**src/rtl/farbborg_loader.sv**
```systemverilog
// rtl/farbborg_loader.sv - write sequencer for the Farbborg PWM engine byte port
// Turns CPU commands and a byte stream into frame, table, fill and enable write bursts.
module farbborg_loader #(
  parameter int PLANES      = 5,
  parameter int LATCHES     = 12,
  parameter int AUTO_ENABLE = 1
) (
  input  logic        clk,
  input  logic        reset,
  input  logic        cmd_valid,
  output logic        cmd_ready,
  input  logic [1:0]  cmd,
  input  logic [7:0]  cmd_data,
  input  logic        s_valid,
  output logic        s_ready,
  input  logic [7:0]  s_data,
  output logic [10:0] addr,
  output logic [7:0]  din,
  output logic        we,
  output logic        busy,
  output logic        done
);

  typedef enum logic [2:0] {
    ST_IDLE,
    ST_FRAME,
    ST_TABLE,
    ST_FILL,
    ST_ENABLE
  } state_t;

  localparam logic [3:0]  LATCH_LAST = 4'(LATCHES - 1);
  localparam logic [2:0]  PLANE_LAST = 3'(PLANES - 1);
  localparam logic [10:0] EN_ADDR    = 11'h755;
  localparam logic [7:0]  EN_DATA    = 8'h23;

  state_t      state_q, state_d;
  logic [2:0]  byte_q, byte_d;
  logic [3:0]  latch_q, latch_d;
  logic [2:0]  plane_q, plane_d;
  logic [8:0]  idx_q, idx_d;
  logic [7:0]  fill_q, fill_d;
  logic [10:0] addr_q, addr_d;
  logic [7:0]  din_q, din_d;
  logic        we_q, we_d;
  logic        pend_q, pend_d;
  logic        done_q, done_d;

  logic [10:0] frame_addr;
  logic [2:0]  byte_nx;
  logic [3:0]  latch_nx;
  logic [2:0]  plane_nx;
  logic        frame_wrap;

  assign frame_addr = {1'b0, plane_q, latch_q, byte_q};

  // Frame counter advance: byte innermost, then latch, then plane.
  always_comb begin
    byte_nx    = byte_q + 3'd1;
    latch_nx   = latch_q;
    plane_nx   = plane_q;
    frame_wrap = 1'b0;
    if (byte_q == 3'd7) begin
      latch_nx = latch_q + 4'd1;
      if (latch_q == LATCH_LAST) begin
        latch_nx = 4'd0;
        plane_nx = plane_q + 3'd1;
        if (plane_q == PLANE_LAST) begin
          plane_nx   = 3'd0;
          frame_wrap = 1'b1;
        end
      end
    end
  end

  always_comb begin
    state_d = state_q;
    byte_d  = byte_q;
    latch_d = latch_q;
    plane_d = plane_q;
    idx_d   = idx_q;
    fill_d  = fill_q;
    addr_d  = addr_q;
    din_d   = din_q;
    we_d    = 1'b0;
    pend_d  = 1'b0;
    done_d  = pend_q;
    case (state_q)
      ST_IDLE: begin
        if (cmd_valid) begin
          byte_d  = 3'd0;
          latch_d = 4'd0;
          plane_d = 3'd0;
          idx_d   = 9'd0;
          fill_d  = cmd_data;
          case (cmd)
            2'd0:    state_d = ST_FRAME;
            2'd1:    state_d = ST_TABLE;
            2'd2:    state_d = ST_FILL;
            default: state_d = ST_ENABLE;
          endcase
        end
      end
      ST_FRAME, ST_FILL: begin
        if (state_q == ST_FILL || s_valid) begin
          we_d    = 1'b1;
          addr_d  = frame_addr;
          din_d   = (state_q == ST_FILL) ? fill_q : s_data;
          byte_d  = byte_nx;
          latch_d = latch_nx;
          plane_d = plane_nx;
          if (frame_wrap) begin
            state_d = ST_IDLE;
            pend_d  = 1'b1;
          end
        end
      end
      ST_TABLE: begin
        if (s_valid) begin
          we_d   = 1'b1;
          addr_d = {2'b10, idx_q};
          din_d  = s_data;
          idx_d  = idx_q + 9'd1;
          // Table writes stop the PWM engine, so by default re-enable it afterwards.
          if (idx_q == 9'd511) begin
            state_d = (AUTO_ENABLE != 0) ? ST_ENABLE : ST_IDLE;
            pend_d  = (AUTO_ENABLE == 0);
          end
        end
      end
      ST_ENABLE: begin
        we_d    = 1'b1;
        addr_d  = EN_ADDR;
        din_d   = EN_DATA;
        state_d = ST_IDLE;
        pend_d  = 1'b1;
      end
      default: state_d = ST_IDLE;
    endcase
  end

  always_ff @(posedge clk or posedge reset) begin
    if (reset) begin
      state_q <= ST_IDLE;
      byte_q  <= 3'd0;
      latch_q <= 4'd0;
      plane_q <= 3'd0;
      idx_q   <= 9'd0;
      fill_q  <= 8'd0;
      addr_q  <= 11'd0;
      din_q   <= 8'd0;
      we_q    <= 1'b0;
      pend_q  <= 1'b0;
      done_q  <= 1'b0;
    end else begin
      state_q <= state_d;
      byte_q  <= byte_d;
      latch_q <= latch_d;
      plane_q <= plane_d;
      idx_q   <= idx_d;
      fill_q  <= fill_d;
      addr_q  <= addr_d;
      din_q   <= din_d;
      we_q    <= we_d;
      pend_q  <= pend_d;
      done_q  <= done_d;
    end
  end

  assign cmd_ready = (state_q == ST_IDLE);
  assign busy      = (state_q != ST_IDLE);
  assign s_ready   = (state_q == ST_FRAME) || (state_q == ST_TABLE);
  assign addr      = addr_q;
  assign din       = din_q;
  assign we        = we_q;
  assign done      = done_q;

endmodule

```
**config.mk**
```make
export PLATFORM = sky130hd
export DESIGN_NAME = farbborg_loader
export DESIGN_NICKNAME = d
export VERILOG_FILES = /design/src/rtl/farbborg_loader.sv
export SDC_FILE = /design/constraint.sdc
export NUM_CORES = 1
export LEC_CHECK = 0
export CELL_PAD_IN_SITES_DETAIL_PLACEMENT = 1
export CELL_PAD_IN_SITES_GLOBAL_PLACEMENT = 1
export CORE_MARGIN = 2
export CORE_UTILIZATION = 40
export DETAILED_ROUTE_END_ITERATION = 12
export PLACE_DENSITY_LB_ADDON = 0.1
export SYNTH_ARGS = -nofsm -noshare
export SYNTH_HDL_FRONTEND = slang
export SYNTH_SLANG_ARGS = --single-unit
```
**constraint.sdc**
```tcl
create_clock -name clk -period 3.8 [get_ports clk]
set_clock_uncertainty 0.1 [all_clocks]
set_input_delay 0.76 -clock clk [delete_from_list [all_inputs] [get_ports clk]]
set_output_delay 0.76 -clock clk [all_outputs]
set_load 0.1 [all_outputs]
```
==> results.txt <==
- Global routing finished with a remaining overflow of 0.
* Mapped Cells: 264
- Die height: 85.8 um
- Root Buffer: clkbuf_8
- Routability Congestion: 0.820
* Slew at the pin closest to its max-slew limit: 0.969 ns
* Post-synth EDFFs: 0
- In the global route stage, met1 resource usage came out at 27.8%.
- Buffers placed on the I/O ports in this run total 45.
- For this run, asynchronously set or reset flops after synthesis account for 100%.
- Summing the areas of all xor and xnor instances in the mapped netlist gives 2.62% of the synthesized area.
* Static Leak: 0.00143 uW
- Adding up every negative setup slack in the final design gives 0 ns.
- H-tree depth reported by CTS: 2
- The core region is 0.00642 sq mm.
- Data on the critical path arrives at its endpoint at 1.93 ns.
- TritonRoute pass-1 iters: 5
- Latest clock arrival within the worst-skew pair: 0.32 ns
- Hold Vio Cnt, Final: 0
* R2R cell count: 3
- For this run, the post-layout net count is 336.
* CP required: 2.94 ns
- After routing the design area is 0.00328 sq mm.
* Pin count of the biggest net entering global routing: 34
* Final antenna-violating net count: 0
- The min-delay analysis places its worst path in the category flop to flop.
- Among cell families on the critical path, the largest total delay comes from flip-flops.
- Total number of vias: 2143
- The number of setup buffers added after CTS is 0.
- Summed over its instances, the top area cell type makes up 48.7% of the synthesized netlist area.
- Max Root-Sink Buffers: 2
* Dominant cells by area after synthesis: dfrtp_1 (49%), ha_1 (4.7%), o21ai_0 (4.5%)
* Fin crit share: 73.4%
* Slowest library cell on the worst path: dfrtp_1
* Hold bufs inserted after CTS: 0
- Ranking of synthesized cells by instance count: dfrtp_1 (52), nand2_1 (28), o21ai_0 (24), inv_1 (18), nor2_1 (15)
- A synthesized cell averages 10.1 sq um.
- In this design, the stage delay of the slowest critical-path cell is 0.96 ns.
- In the routed layout, each cell is associated on average with a via count of 5.61.
* Outcome: complete, no violations
- In the synthesized netlist, mux cells make up 5.24% of the area.
- When the netlist entered floorplanning its net count stood at 296.
* Share of the synthesized area in compound gates (AO/OA/AOI/OAI): 18.2%
* Post-CTS Resized: 0
- Max Transition Viols Final: 0
- From left edge to right edge, the die measures 85.8 um.
* Setup-failing EPs final: 0
- Final routed wire length divided by cell count: 18.0 um
- For this run, the total global-route usage over all layers was measured as 19.8%.
* Power per Cell Area: 920 mW/mm^2
* DRC violation count after routing: 0
* Worst Setup Path Type: flop to output port
- CTS buffer count: 5
- Drt initial violations: 92
* Distinct cell type count of the synthesized netlist: 51
- Worst slew margin: 35.2%
* Sequential element share of the synthesized area: 48.7%
* Critical path cell sequence: xnor2_1 -> nor2_1 -> buf_4
- Endpoint of the worst register-to-register path: fill_q[1]
* Share of final-layout standard cells stronger than drive strength 1: 8.85%
- The die covers 0.00735 sq mm.
- Number of global-route vias before repair: 2190
- Post-synthesis instance area: 0.00267 sq mm
- Area share of and/or/nand/nor cells after synthesis: 14.6%
* Most used routing layer: met2
- Max Fclk: 359 MHz
- The clock net in this run drives a total of 52 sinks.
* Timing startpoint of the critical path: state_q[0]
* Diodes inserted: 0
- After legalization and detailed placement, the total HPWL measured 4.93 mm.
* Total number of placement rows: 29
- Global-route wire length before repair: 11.0 mm
- The number of buffers and inverters on the critical path is 1.
* Clock transition at path regs: 0.10 ns
- CTS tree: done
* Seq cells post-synth: 52
- After detailed routing, the total wire length is 6.89 mm.
- dfrtp_1 is the most common cell in the netlist.
* RSZ-0062 raised after global routing: no
* CP endpoint kind: output port
- Initial Util: 41.6%
- Tmin final: 2.79 ns
- YS warnings: 0
- Met3 track demand over resource: 5.10%
* Max FO, Critical Path: 30
* Cell Area, Placed: 0.00315 sq mm
- Top_reg_cell synth: dfrtp_1
- Number of top-level design ports: 46
* Number of maximum-capacitance constraint violations: 0
- The worst setup path is launched from a flop.
* Depth of the critical timing path with buffers and inverters included: 3
* Fraction of met2 tracks used by global routing: 29.8%
- Max VDD drop: 0.688 mV
- By area, the combinational part of the netlist is dominated by compound AO/OA/AOI/OAI gates.
* Worst flop-to-flop path startpoint: state_q[2]
- Endpoint of the most critical setup path: s_ready
* Synthesis-to-layout area growth: 22.5%
* Initial antenna violation count: 0
- The biggest area contributor in the post-synthesis netlist is dfrtp_1.
- Across all register-to-register paths, the minimum setup slack is 1.37 ns.
* Adder and majority cell fraction of the synthesized area: 4.68%
==> sequential cells by signal, summed over array words and instances, names as in the netlist <==
register,cells
addr,11
byte_q,3
din,8
done,1
we,1
fill_q,8
plane_q,3
idx_q,9
done_d,1
latch_q,4
state_q,3
==> power breakdown <==
part / total (uW) / leakage (uW) / internal (uW) / switching (uW)
Clock: 420 / 0.0000645 / 233 / 187
Combinational: 1680 / 0.000702 / 463 / 1210
Sequential: 917 / 0.000667 / 723 / 194
==> final cells by class <==
| type | instances | area, sq um |
|---|---|---|
| tap | 77 | 96.3 |
| multi-input combinational | 178 | 1210 |
| sequential | 52 | 1300 |
| inverter | 19 | 71.3 |
| clock buffer | 7 | 96.3 |
| fill | 744 | 3150 |
| clock inverter | 1 | 30.0 |
| timing repair buffer | 48 | 465 |
==> logic make-up (layout without fill, tap and decap cells) <==
kind of cell,Yosys count,count (layout)
buffers and inverters,34,75
flip-flops,52,52
XOR/XNOR,8,8
multiplexers,13,13
AND/OR/NAND/NOR,78,78
adder cells (fa/ha/maj),10,10
AO/OA/AOI/OAI,69,69
==> per-stage QoR <==
stage	utilization (%)	hold slack [ns]	setup slack, ns	std cells	total power [uW]
finish	51.0	0.256	1.01	382	3010
detailed placement	49.0	0.236	0.983	374	2610
floorplan	-	0.231	0.283	264	2220
CTS	51.0	0.259	1.01	382	3040
global placement	49.0	0.232	1.06	374	2590
global route	51.0	0.270	0.869	382	3150
==> layer usage <==
metal	vias up	wire [um]
met5	-	0
met4	0	106
met3	6	234
met2	42	3060
met1	1071	3490
li1	1024	-
==> layout by cell type, fill, tap and decap left out, drive strengths merged, types with 2 or more instances in the layout <==
| master | Yosys | layout |
|---|---|---|
| nand4 | 2 | 2 |
| o21a | 4 | 4 |
| and2 | 4 | 4 |
| mux2i | 5 | 5 |
| nand2 | 28 | 28 |
| nand4b | 2 | 2 |
| nor3 | 3 | 3 |
| o22a | 2 | 2 |
| clkdlybuf4s50 | 0 | 42 |
| a2bb2oi | 6 | 6 |
| o21ai | 24 | 24 |
| or3 | 3 | 3 |
| a21o | 2 | 2 |
| nor4 | 2 | 2 |
| xnor2 | 4 | 4 |
| o31ai | 7 | 7 |
| ha | 10 | 10 |
| nor2 | 16 | 16 |
| dfrtp | 52 | 52 |
| a21oi | 4 | 4 |
| xor2 | 4 | 4 |
| o41ai | 2 | 2 |
| a32oi | 4 | 4 |
| buf | 11 | 6 |
| a222oi | 4 | 4 |
| clkbuf | 4 | 7 |
| a22o | 2 | 2 |
| mux2 | 8 | 8 |
| inv | 19 | 19 |
| o311ai | 2 | 2 |
| nand2b | 3 | 3 |
| nand3 | 6 | 6 |
==> worst min path at each step <==
stage,endpoint,cells past startpoint,slack (ns),from
4_1_cts,done,0,0.26,done_d
6_report,done,0,0.26,done_d
3_3_place_gp,done,0,0.23,done_d
5_1_grt,done,0,0.27,done_d
3_5_place_dp,done,0,0.24,done_d
2_1_floorplan,done,0,0.23,done_d
(Power assumes the default switching activity.)
==> RTL change 1: new RTL, same flow settings <==
Change the parameter `AUTO_ENABLE` from 1 to 0.
--- a/src/rtl/farbborg_loader.sv
+++ b/src/rtl/farbborg_loader.sv
@@ -4,5 +4,5 @@
   parameter int PLANES      = 5,
   parameter int LATCHES     = 12,
-  parameter int AUTO_ENABLE = 1
+  parameter int AUTO_ENABLE = 0
 ) (
   input  logic        clk,
Formal check against the unedited RTL: same outputs for any inputs over 10 cycles, from zero or initial values and one cycle with reset high; that may be too few to reach the edited logic, so the function may still have changed.
==> RTL change 1 against the original RTL <==
Area after synthesis is 2.6% higher; worst hold slack better by 0.0054 ns; final area is 1.7% higher; routed wire length is 5.2% lower; sequential cell count stayed put; die area is 2.5% higher; setup slack better by 0.070 ns.
Power is not shown: default switching activity piles up to over one toggle a cycle in this logic, so the estimate is an artifact.
==> RTL change 1: results (changes against the original RTL) <==
| Metric | Value |
|---|---|
| Inverters | 15 (-4) |
| Top cells by area, synth | dfrtp_1 (47%), ha_1 (4.6%), o21ai_0 (4.2%) |
| Dpl cell area | 3220 um^2 (+2.3%) |
| Reg2reg setup slack | 1.24 ns (-0.13 ns) |
| Crit-path max cell delay | 1.17 ns (+0.21 ns) |
| Latest clock arrival within the worst-skew pair | 0.30 ns (-0.02 ns) |
| Delay-heaviest family, CP | buffers and inverters |
| HPWL Detailed | 4890 um (-0.71%) |
| Critical-path top delay cell | clkdlybuf4s50_1 |
| Critical Path Sink Type | output pin |
| Met1 usage | 24.5% (-3.3 points) |
| Worst-Margin Slew | 0.997 ns (+0.0277 ns) |
| Unique cell type count in the Yosys netlist | 49 (-3.9%) |
| Synth cell count leaders | dfrtp_1 (52), nand2_1 (28), o21ai_0 (23), nor2_1 (18), inv_1 (15) |
| Arrival @ worst endpoint | 1.86 ns (-0.07 ns) |
| Total GRT Usage | 18.5% (-1.3 points) |
| Data buffer area share | 14.0% (-0.23 points) |
| Comb_multi_in | 189 (+6.2%) |
| Largest net degree at the start of global routing | 53 (+56%) |
| Worst setup endpoint | din[7] |
| Max Slew Vio Count | 0 (unchanged) |
| ClkCell Share | 3.23% (-0.63 points) |
| Status | completed |
| FF+latch count | 52 (unchanged) |
| RR Startpoint | state_q[0] |
| Max Fanout on Critical Path | 3 (-90%) |
| Reg2Reg Depth | 5 (+2) |
| Hold slack | 0.261 ns (+0.00542 ns) |
| Cell Area, Synth | 2740 um^2 (+2.6%) |
| Layout cell share with drive strength beyond 1 | 9.62% (+0.76 points) |
| Final nets | 343 (+2.1%) |
| Multi-input combinational area share | 39.0% (+1.9 points) |
| RR Endpoint | state_q[0] |
| Routed vias | 2171 (+1.3%) |
| Routability cong. | 0.748 (-8.8%) |
| Initial DRC count | 45 (-51%) |
| First-pass GRT wire length | 11000 um (-0.74%) |
| Routed wire length per instance | 16.7 um (-7.6%) |
| Initial antenna violation count | 0 (unchanged) |
| Met3 Use GR | 3.33% (-1.8 points) |
RTL change 1: cells by family after synthesis:
group | Yosys count | share of synthesized area, %
simple gates | 86 | 15.8
compound gates | 65 | 16.8
flops | 52 | 47.4
buf+inv | 30 | 5.20
mux | 19 | 7.34
fa+ha+maj | 11 | 4.92
xor+xnor | 8 | 2.55
RTL change 1: routing by layer:
layer,wire [um],share of wire [%]
met1,2980,46
met2,3270,50
met3,200,3.1
met4,86,1.3
met5,0,0
RTL change 1: per-stage QoR:
| stage | setup WS (ns) | utilization (%) | instances |
|---|---|---|---|
| final | 1.08 | 49.6 | 392 |
| after global routing | 0.910 | 49.6 | 392 |
| after CTS | 1.06 | 49.6 | 392 |
| after detailed placement | 0.798 | 48.0 | 384 |
| after global placement | 0.880 | 48.0 | 384 |
| after floorplan | 0.673 | - | 271 |
RTL change 1: worst reg2reg max path, stage by stage (launching register included):
cell and delay [ns]:
dfrtp_1 0.72, buf_4 0.35, nor3b_1 0.61, a32oi_1 0.14, nand2_1 0.18, mux2_2 0.35
==> RTL change 2: new RTL, config.mk and constraints unchanged <==
Made on the original files. Encoding of `state_t`: now one-hot (5 bits for 5 states).
--- a/src/rtl/farbborg_loader.sv
+++ b/src/rtl/farbborg_loader.sv
@@ -22,10 +22,10 @@
 );
 
-  typedef enum logic [2:0] {
-    ST_IDLE,
-    ST_FRAME,
-    ST_TABLE,
-    ST_FILL,
-    ST_ENABLE
+  typedef enum logic [4:0] {
+    ST_IDLE   = 5'b00001,
+    ST_FRAME  = 5'b00010,
+    ST_TABLE  = 5'b00100,
+    ST_FILL   = 5'b01000,
+    ST_ENABLE = 5'b10000
   } state_t;
 
Check against the original RTL: same outputs for any inputs over 10 cycles, from zero or initial values and one cycle with reset high; not proved beyond that.
==> RTL change 2 against the original RTL <==
Final area rose by 6.3%; sequential cell count up 2; routed wire length grew 11%; via count up 12%; register-to-register slack got worse by 0.07 ns; area after synthesis rose by 6.0%; power decreased by 11%; setup slack improved by 0.076 ns; non-clock buffer count grew 1; critical endpoint is now addr[9].
==> RTL change 2: results (changes against the original RTL) <==
| Metric | Value |
|---|---|
| Max Fanout on Critical Path | 2 (-93%) |
| Total GRT Usage | 21.5% (+1.7 points) |
| Crit-path max cell delay | 1.15 ns (+0.19 ns) |
| Met2 Use GR | 33.4% (+3.6 points) |
| Delay-heaviest family, CP | buffers and inverters |
| Top cells by area, synth | dfrtp_1 (47%), nand2_1 (6.2%), mux2_2 (4.4%) |
| Reg2Reg Depth | 4 (+1) |
| Met1 usage | 31.2% (+3.4 points) |
| RR Endpoint | state_q[1] |
| Fmax | 369 MHz (+2.8%) |
| Critical-path top delay cell | clkdlybuf4s50_1 |
| Synth cell count leaders | dfrtp_1 (53), nand2_1 (47), inv_1 (15), o21ai_0 (15), nor2_1 (14) |
| Max IR drop VDD | 0.539 mV (-22%) |
| Worst slack, placed | 1.06 ns (+0.0773 ns) |
| HPWL Detailed | 5350 um (+8.6%) |
| Vias in the first global route | 2460 (+12%) |
| Sequential share of the synthesized area | 47.7% (-0.96 points) |
| Net Sw Frac | 51.7% (-1.2 points) |
| Worst setup endpoint | addr[9] |
| Met3 wire length | 332 um (+42%) |
| Vias/cell | 5.63 (+0.37%) |
| Leak | 0.00151 uW (+5.2%) |
| Reg2reg setup slack | 1.30 ns (-0.07 ns) |
| Routability cong. | 0.842 (+2.6%) |
| Status | completed |
| Metal-1 WL | 3660 um (+4.8%) |
| Critical path origin | addr[9] |
| Fill cells | 788 (+5.9%) |
| Met3 Use GR | 3.58% (-1.5 points) |
| Mapped Cells | 287 (+8.7%) |
| Met2 WL post-DR | 3530 um (+15%) |
| Initial DRC count | 136 (+48%) |
| 1st-pass router iterations | 4 (-1) |
| Hold slack | 0.360 ns (+0.104 ns) |
| Layout cell share with drive strength beyond 1 | 9.34% (+0.48 points) |
==> RTL change 2: cell families after synthesis <==
family	count (synthesis)	synth area share [%]
AOI/OAI and AO/OA	67	17.6
xor gates and xnor gates	6	1.85
adders and majority gates	7	3.09
DFF	54	47.7
buffers and inverters	27	3.93
muxes	20	7.55
and+or+nand+nor	106	18.3
==> RTL change 2: power by group through the flow <==
stage	clock network, uW	registers, uW	logic, uW
final	384	836	1450
after global routing	418	857	1540
after CTS	398	837	1460
after detailed placement	0	847	1450
after global placement	0	842	1440
after floorplan	0	1390	554
==> RTL change 2: cell type report <==
cell class	count	area [um^2]	share of cell area, %
multi-input combinational	206	1380	39.5
sequential	54	1350	38.8
timing repair buffer	49	473	13.6
tap	96	120	3.45
clock buffer	7	76.3	2.19
inverter	15	56.3	1.62
clock inverter	1	30.0	0.862
==> RTL change 2: per-stage QoR <==
stage,utilization (%),cell area (um^2)
after global placement,49.4,3380
after CTS,51.0,3480
after detailed placement,49.4,3380
final,51.0,3480
after floorplan,-,2840
after global routing,51.0,3480
